`src/rtl/zrb_uart_rx_os.sv`:
```
// zrb_uart_rx_os: oversampling UART receiver.
// Contains a fractional baud-tick generator, 2-of-3 majority sampling at mid-bit,
// a configurable frame format and a valid/ready output register with error flags.
module zrb_uart_rx_os #(
  parameter int unsigned CLK_FREQ   = 50000000,
  parameter int unsigned BAUD       = 115200,
  parameter int unsigned OVERSAMPLE = 16,
  parameter int unsigned DATA_BITS  = 8,
  parameter int unsigned PARITY     = 0,
  parameter int unsigned STOP_BITS  = 1
) (
  input  logic                 clk,
  input  logic                 reset_n,
  input  logic                 rx,
  output logic [DATA_BITS-1:0] data_out,
  output logic                 data_valid,
  input  logic                 data_ready,
  output logic                 parity_err,
  output logic                 frame_err,
  output logic                 overrun,
  output logic                 busy
);

  localparam int unsigned INC   = OVERSAMPLE * BAUD;
  localparam int unsigned ACC_W = $clog2(CLK_FREQ + INC) + 1;
  localparam int unsigned SC_W  = $clog2(OVERSAMPLE);
  localparam int unsigned BC_W  = $clog2(DATA_BITS);

  localparam logic [ACC_W-1:0] ACC_INC = ACC_W'(INC);
  localparam logic [ACC_W-1:0] ACC_MOD = ACC_W'(CLK_FREQ);

  localparam logic [SC_W-1:0] SC_ONE  = SC_W'(1);
  localparam logic [SC_W-1:0] SC_LO   = SC_W'(OVERSAMPLE / 2 - 1);
  localparam logic [SC_W-1:0] SC_MID  = SC_W'(OVERSAMPLE / 2);
  localparam logic [SC_W-1:0] SC_HI   = SC_W'(OVERSAMPLE / 2 + 1);
  localparam logic [SC_W-1:0] SC_LAST = SC_W'(OVERSAMPLE - 1);

  localparam logic [BC_W-1:0] BC_ONE       = BC_W'(1);
  localparam logic [BC_W-1:0] BC_LAST_DATA = BC_W'(DATA_BITS - 1);
  localparam logic [BC_W-1:0] BC_LAST_STOP = BC_W'(STOP_BITS - 1);

  if (INC > CLK_FREQ) begin : g_inc_check
    $error("zrb_uart_rx_os: OVERSAMPLE*BAUD must not exceed CLK_FREQ");
  end

  typedef enum logic [2:0] {
    S_IDLE,
    S_START,
    S_DATA,
    S_PARITY,
    S_STOP
  } state_t;

  // ---------------------------------------------------------------------------
  // Input synchroniser
  // ---------------------------------------------------------------------------
  logic [1:0] r_sync;
  logic       w_rxs;

  // Two-flop synchroniser for the asynchronous rx pin, idles high.
  always_ff @(posedge clk or negedge reset_n) begin
    if (!reset_n) begin
      r_sync <= '1;
    end else begin
      r_sync <= {r_sync[0], rx};
    end
  end

  assign w_rxs = r_sync[1];

  // ---------------------------------------------------------------------------
  // Fractional tick generator
  // ---------------------------------------------------------------------------
  logic [ACC_W-1:0] r_acc;
  logic [ACC_W-1:0] w_acc_sum;
  logic             r_tick;

  assign w_acc_sum = r_acc + ACC_INC;

  // Phase accumulator: one-clock tick each time the sum crosses CLK_FREQ.
  always_ff @(posedge clk or negedge reset_n) begin
    if (!reset_n) begin
      r_acc  <= '0;
      r_tick <= 1'b0;
    end else if (w_acc_sum >= ACC_MOD) begin
      r_acc  <= w_acc_sum - ACC_MOD;
      r_tick <= 1'b1;
    end else begin
      r_acc  <= w_acc_sum;
      r_tick <= 1'b0;
    end
  end

  // ---------------------------------------------------------------------------
  // Receiver state
  // ---------------------------------------------------------------------------
  state_t               r_state;
  state_t               w_state_nxt;
  logic [SC_W-1:0]      r_scnt;
  logic [SC_W-1:0]      w_scnt_nxt;
  logic [BC_W-1:0]      r_bcnt;
  logic [BC_W-1:0]      w_bcnt_nxt;
  logic [DATA_BITS-1:0] r_shift;
  logic                 r_par_bit;
  logic                 r_ferr_acc;
  logic [1:0]           r_vote;
  logic                 r_prev_rxs;

  logic                 w_vote_pt;
  logic                 w_bit_end;
  logic                 w_maj;
  logic                 w_shift_en;
  logic                 w_par_ld;
  logic                 w_ferr_clr;
  logic                 w_ferr_set;
  logic                 w_done;
  logic                 w_par_xor;
  logic                 w_par_err;

  // The two earlier samples sit in r_vote; the third is the live synchronised bit.
  assign w_maj = (r_vote[1] & r_vote[0]) | (r_vote[1] & w_rxs) | (r_vote[0] & w_rxs);

  assign w_vote_pt = r_tick && (r_scnt == SC_HI);
  assign w_bit_end = r_tick && (r_scnt == SC_LAST);

  assign w_par_xor = (^r_shift) ^ r_par_bit;
  assign w_par_err = (PARITY == 1) ? ~w_par_xor :
                     (PARITY == 2) ?  w_par_xor : 1'b0;

  // FSM state register.
  always_ff @(posedge clk or negedge reset_n) begin
    if (!reset_n) begin
      r_state <= S_IDLE;
    end else begin
      r_state <= w_state_nxt;
    end
  end

  // Next-state logic and datapath strobes; counters only move on ticks.
  always_comb begin
    w_state_nxt = r_state;
    w_scnt_nxt  = r_scnt;
    w_bcnt_nxt  = r_bcnt;
    w_shift_en  = 1'b0;
    w_par_ld    = 1'b0;
    w_ferr_clr  = 1'b0;
    w_ferr_set  = 1'b0;
    w_done      = 1'b0;
    case (r_state)
      S_IDLE: begin
        // Falling edge seen on a tick; this tick is sample 0 of the start bit.
        if (r_tick && !w_rxs && r_prev_rxs) begin
          w_state_nxt = S_START;
          w_scnt_nxt  = SC_ONE;
          w_ferr_clr  = 1'b1;
        end
      end
      S_START: begin
        if (r_tick) begin
          if (w_vote_pt && w_maj) begin
            w_state_nxt = S_IDLE;
            w_scnt_nxt  = '0;
          end else if (w_bit_end) begin
            w_state_nxt = S_DATA;
            w_scnt_nxt  = '0;
            w_bcnt_nxt  = '0;
          end else begin
            w_scnt_nxt  = r_scnt + SC_ONE;
          end
        end
      end
      S_DATA: begin
        if (r_tick) begin
          w_shift_en = w_vote_pt;
          if (w_bit_end) begin
            w_scnt_nxt = '0;
            if (r_bcnt == BC_LAST_DATA) begin
              w_bcnt_nxt  = '0;
              w_state_nxt = (PARITY != 0) ? S_PARITY : S_STOP;
            end else begin
              w_bcnt_nxt  = r_bcnt + BC_ONE;
            end
          end else begin
            w_scnt_nxt = r_scnt + SC_ONE;
          end
        end
      end
      S_PARITY: begin
        if (r_tick) begin
          w_par_ld = w_vote_pt;
          if (w_bit_end) begin
            w_scnt_nxt  = '0;
            w_bcnt_nxt  = '0;
            w_state_nxt = S_STOP;
          end else begin
            w_scnt_nxt  = r_scnt + SC_ONE;
          end
        end
      end
      S_STOP: begin
        if (r_tick) begin
          w_ferr_set = w_vote_pt & ~w_maj;
          // The last stop bit finishes at its vote point, leaving half a bit of resync margin.
          if (w_vote_pt && (r_bcnt == BC_LAST_STOP)) begin
            w_done      = 1'b1;
            w_scnt_nxt  = '0;
            w_bcnt_nxt  = '0;
            w_state_nxt = S_IDLE;
          end else if (w_bit_end) begin
            w_scnt_nxt  = '0;
            w_bcnt_nxt  = r_bcnt + BC_ONE;
          end else begin
            w_scnt_nxt  = r_scnt + SC_ONE;
          end
        end
      end
      default: begin
        w_state_nxt = S_IDLE;
      end
    endcase
  end

  // Sample and bit counters.
  always_ff @(posedge clk or negedge reset_n) begin
    if (!reset_n) begin
      r_scnt <= '0;
      r_bcnt <= '0;
    end else begin
      r_scnt <= w_scnt_nxt;
      r_bcnt <= w_bcnt_nxt;
    end
  end

  // Vote samples around mid-bit, plus the previous tick's line level for edge qualification.
  always_ff @(posedge clk or negedge reset_n) begin
    if (!reset_n) begin
      r_vote     <= '1;
      r_prev_rxs <= 1'b1;
    end else if (r_tick) begin
      r_prev_rxs <= w_rxs;
      if ((r_state != S_IDLE) &&
          ((r_scnt == SC_LO) || (r_scnt == SC_MID) || (r_scnt == SC_HI))) begin
        r_vote <= {r_vote[0], w_rxs};
      end
    end
  end

  // Payload shift register (LSB first), parity bit and frame-error accumulator.
  always_ff @(posedge clk or negedge reset_n) begin
    if (!reset_n) begin
      r_shift    <= '0;
      r_par_bit  <= 1'b0;
      r_ferr_acc <= 1'b0;
    end else begin
      if (w_shift_en) begin
        r_shift <= {w_maj, r_shift[DATA_BITS-1:1]};
      end
      if (w_par_ld) begin
        r_par_bit <= w_maj;
      end
      if (w_ferr_clr) begin
        r_ferr_acc <= 1'b0;
      end else if (w_ferr_set) begin
        r_ferr_acc <= 1'b1;
      end
    end
  end

  // ---------------------------------------------------------------------------
  // Output register and handshake
  // ---------------------------------------------------------------------------
  logic [DATA_BITS-1:0] r_data_out;
  logic                 r_data_valid;
  logic                 r_parity_err;
  logic                 r_frame_err;
  logic                 r_overrun;
  logic                 r_busy;

  // Completion wins over acceptance so a same-clock accept/complete keeps valid high.
  always_ff @(posedge clk or negedge reset_n) begin
    if (!reset_n) begin
      r_data_out   <= '0;
      r_data_valid <= 1'b0;
      r_parity_err <= 1'b0;
      r_frame_err  <= 1'b0;
      r_overrun    <= 1'b0;
    end else if (w_done) begin
      r_data_out   <= r_shift;
      r_parity_err <= w_par_err;
      r_frame_err  <= r_ferr_acc | ~w_maj;
      r_data_valid <= 1'b1;
      if (r_data_valid && !data_ready) begin
        r_overrun <= 1'b1;
      end
    end else if (r_data_valid && data_ready) begin
      r_data_valid <= 1'b0;
    end
  end

  // Busy follows the FSM one clock late.
  always_ff @(posedge clk or negedge reset_n) begin
    if (!reset_n) begin
      r_busy <= 1'b0;
    end else begin
      r_busy <= (r_state != S_IDLE);
    end
  end

  assign data_out   = r_data_out;
  assign data_valid = r_data_valid;
  assign parity_err = r_parity_err;
  assign frame_err  = r_frame_err;
  assign overrun    = r_overrun;
  assign busy       = r_busy;

endmodule

```
`config.mk`:
```
export PLATFORM = sky130hd
export DESIGN_NAME = zrb_uart_rx_os
export DESIGN_NICKNAME = d
export VERILOG_FILES = /design/src/rtl/zrb_uart_rx_os.sv
export SDC_FILE = /design/constraint.sdc
export NUM_CORES = 1
export LEC_CHECK = 0
export CORE_AREA = 2 2 78 80
export CTS_CLUSTER_SIZE = 20
export DETAILED_ROUTE_END_ITERATION = 8
export DIE_AREA = 0 0 80 82
export PLACE_DENSITY = 0.73
export SYNTH_ARGS = -nofsm -noshare
export SYNTH_HDL_FRONTEND = slang
export SYNTH_SLANG_ARGS = --single-unit
export TNS_END_PERCENT = 1
```
`constraint.sdc`:
```
create_clock -name clk -period 3 [get_ports clk]
set_input_delay 0.3 -clock clk [delete_from_list [all_inputs] [get_ports clk]]
set_output_delay 0.3 -clock clk [all_outputs]
set_load 0.03 [all_outputs]
```
==> results_dict.tcl <==
set metrics [dict create \
    num_rows 28 \
    grt_usage_pct 19.4 \
    post_cts_buffers 0 \
    max_slew.worst_pin.slew_ps 1000 \
    end_kind "register" \
    antenna_found_initial 0 \
    die_h_um 82 \
    ctsResizeCount 0 \
    worst_path_largest_cell_delay_ps 510 \
    yosys-top-cells-area "dfrtp_1, mux2_2, xnor2_1, dfstp_2, ha_1" \
    fin_crit_sh_pct 88.1 \
    insertion_delay_ps 340 \
    synth_top_area_share_pct 42.3 \
    critPathLaunchType "register" \
    yosys.cell_types.count 61 \
    cts_buffers 9 \
    seq_area_frac_synth_pct 46.6 \
    p_leak_uw 0.00152 \
    postSynthAreaPerCell_um2 10.5 \
    grt_pass1_wl_um 9740 \
    first_global_vias 2090 \
    setup_viol 0 \
    synthesis.nets 307 \
    crit_chain "ha_1 > or4b_1 > or3_1 > o221ai_1 > o211ai_2 > o21bai_4 > buf_4 > nand4_1 > xnor2_1" \
    tns_ps 0 \
    wire_per_inst_um 14.4 \
    status "finished, final reports clean" \
    cts_root_buf "clkbuf_8" \
    postSynthCellCount 293 \
    clockBufferDepth 2 \
    antenna_cells 0 \
    synthFlopType "dfrtp_1" \
    hpwl_um 4020 \
    drc_errors 0 \
    htreeDepth 3 \
    maxSlewHeadroom_pct 33.3 \
    drv_cap 0 \
    slew_viol_final 0 \
    fin_area_um2 3510 \
    cts_tree "done" \
    grt_setup_unrepaired "false" \
    vdd_ir_drop_max_uv 273 \
    final_nets 331 \
    viasPerCell 5.61 \
    ctsHoldBuffers 0 \
    initial_utilization_pct 53.5 \
    synth-edff-count 0 \
    cp.arrival_ps 2850 \
    drt_iter0_drc 153 \
    drive_above_1_share_pct 16.8 \
    cp_max_fo 14 \
    num_vias 2229 \
    area_growth_pct 14.2 \
    hold_path_class "primary input to asynchronous set/reset pin" \
    placedInstanceArea_um2 3310 \
    grt-ovfl-total 0 \
    ys_warn_count 0 \
    synth_seq_cells 57 \
    skew_ps 12.5 \
    cts_num_sinks 57 \
    slowest_stage "or4b_1" \
    core_area_um2 5750 \
    clkTransAtPathRegs_ps 70 \
    synth_area_leader_cell "dfrtp_1" \
    async_flop_share_pct 100 \
    path_class "register to register" \
    drt_first_pass_iters 4 \
    grt_max_degree 47 \
    place.gp.congestion 0.799 \
    fmax_ghz 0.378 \
    numPortBuffers 15 \
    die_x_um 80 \
    drtAntennaViolNets 0 \
    wirelength_um 5720 \
    io_pins 17 \
    post-route-min-period_ps 2640 \
    p_per_area_nw_per_um2 438 \
    final_hold_viol_count 0 \
    required_ps 3210 \
    netlist_area_um2 3070 \
    die-area_um2 6560 \
]
[cell usage after synthesis, types with 2 or more instances]
cell type  instances
dfrtp_1           52
nand2_1           26
mux2_2            19
xnor2_1           19
o21ai_0           17
nand3_1           11
a21oi_1           10
ha_1              10
inv_1             10
nor2_1            10
nand2b_1           8
nor2b_1            8
o21ai_1            8
xor2_1             6
dfstp_2            5
nand4_1            5
o31ai_1            5
o21bai_1           4
or3_1              4
a21o_1             3
nor3_1             3
o211ai_1           3
a21boi_1           2
a41o_1             2
and3_1             2
buf_4              2
clkbuf_1           2
o21a_1             2
o22ai_1            2
or4b_1             2
[state kept, by name, summed over array words and instances (netlist names), 2 cells and up]
signal,flops
r_vote,2
r_bcnt,3
r_acc,20
r_state,3
r_sync,2
r_scnt,4
r_shift,8
data_out,8
[final timing paths]
kind / start / end / slack, ps / cells past startpoint
worst max-delay path: r_acc[13] / r_acc[15] / 360 / 9
worst min-delay path: reset_n / r_bcnt[2] / 120 / 1
worst max register to register: r_acc[13] / r_acc[15] / 360 / 9
worst min register to register: r_sync[0] / r_sync[1] / 360 / 0
max in group asynchronous: reset_n / r_shift[0] / 2180 / 2
min in group clk: r_sync[0] / r_sync[1] / 360 / 0
[per-stage QoR]
stage	instances	total power [uW]	util [%]	hold slack, ps	setup WS, ps
after floorplan	293	791	-	4.41	593
final	397	1540	61.1	118	358
after detailed placement	381	811	57.6	347	382
after CTS	397	1560	61.1	151	355
after global placement	381	811	57.6	347	424
after global routing	397	1600	61.1	214	144
[cell type report]
type / count / area [um^2]
fillers: 492 / 2230
multi-input cells: 219 / 1560
flip-flops and latches: 57 / 1430
repair buffers: 20 / 183
clock buffers: 10 / 138
well taps: 75 / 93.8
clock inverters: 6 / 66.3
inverters: 10 / 37.5
[layout by cell type, fill, tap and decap left out, drive strengths merged, types with 2 or more instances in the layout]
master / count
o21bai: 6
nand2b: 8
ha: 10
mux2: 19
a21o: 3
buf: 6
and3: 2
and3b: 2
a21oi: 11
nand4: 5
nor2b: 8
nand2: 26
xor2: 6
o22ai: 2
o21a: 2
o211ai: 4
inv: 11
dfstp: 5
clkinvlp: 3
nor3: 4
or3: 4
or4b: 2
clkbuf: 10
dfrtp: 52
xnor2: 19
nand3: 11
clkdlybuf4s50: 14
a41o: 2
o31ai: 5
nor2: 10
a21boi: 2
o21ai: 25
[routing by layer]
| metal | vias up | global-route usage, % | wire length (um) |
|---|---|---|---|
| li1 | 1108 | - | - |
| met1 | 1058 | 24.9 | 2640 |
| met2 | 57 | 30.3 | 2720 |
| met3 | 6 | 7.03 | 315 |
| met4 | 0 | 6.95 | 48 |
| met5 | - | 0 | 0 |
[critical path: cells and delay by family (launching register included)]
family	cells	cell delay [ps]
and+or+nand+nor	3	950
AOI/OAI and AO/OA	3	530
DFF	1	410
adders and majority gates	1	260
buffers and inverters	1	230
xor gates and xnor gates	1	140
[kinds of logic after synthesis]
logic type | share of synthesized area (%)
compound gates | 16.1
simple gates | 16.1
xor+xnor | 7.12
mux | 6.96
other cells | 0.122
flops | 46.6
fa+ha+maj | 4.40
buf+inv | 2.60
[power by group]
part / leakage [uW] / total, uW / switching [uW] / internal [uW]
combinational: 0.000709 / 22.2 / 17.2 / 4.98
clock: 0.0000949 / 741 / 334 / 407
sequential: 0.000720 / 773 / 1.13 / 772
Note: power is estimated with default switching activity, not from simulation.
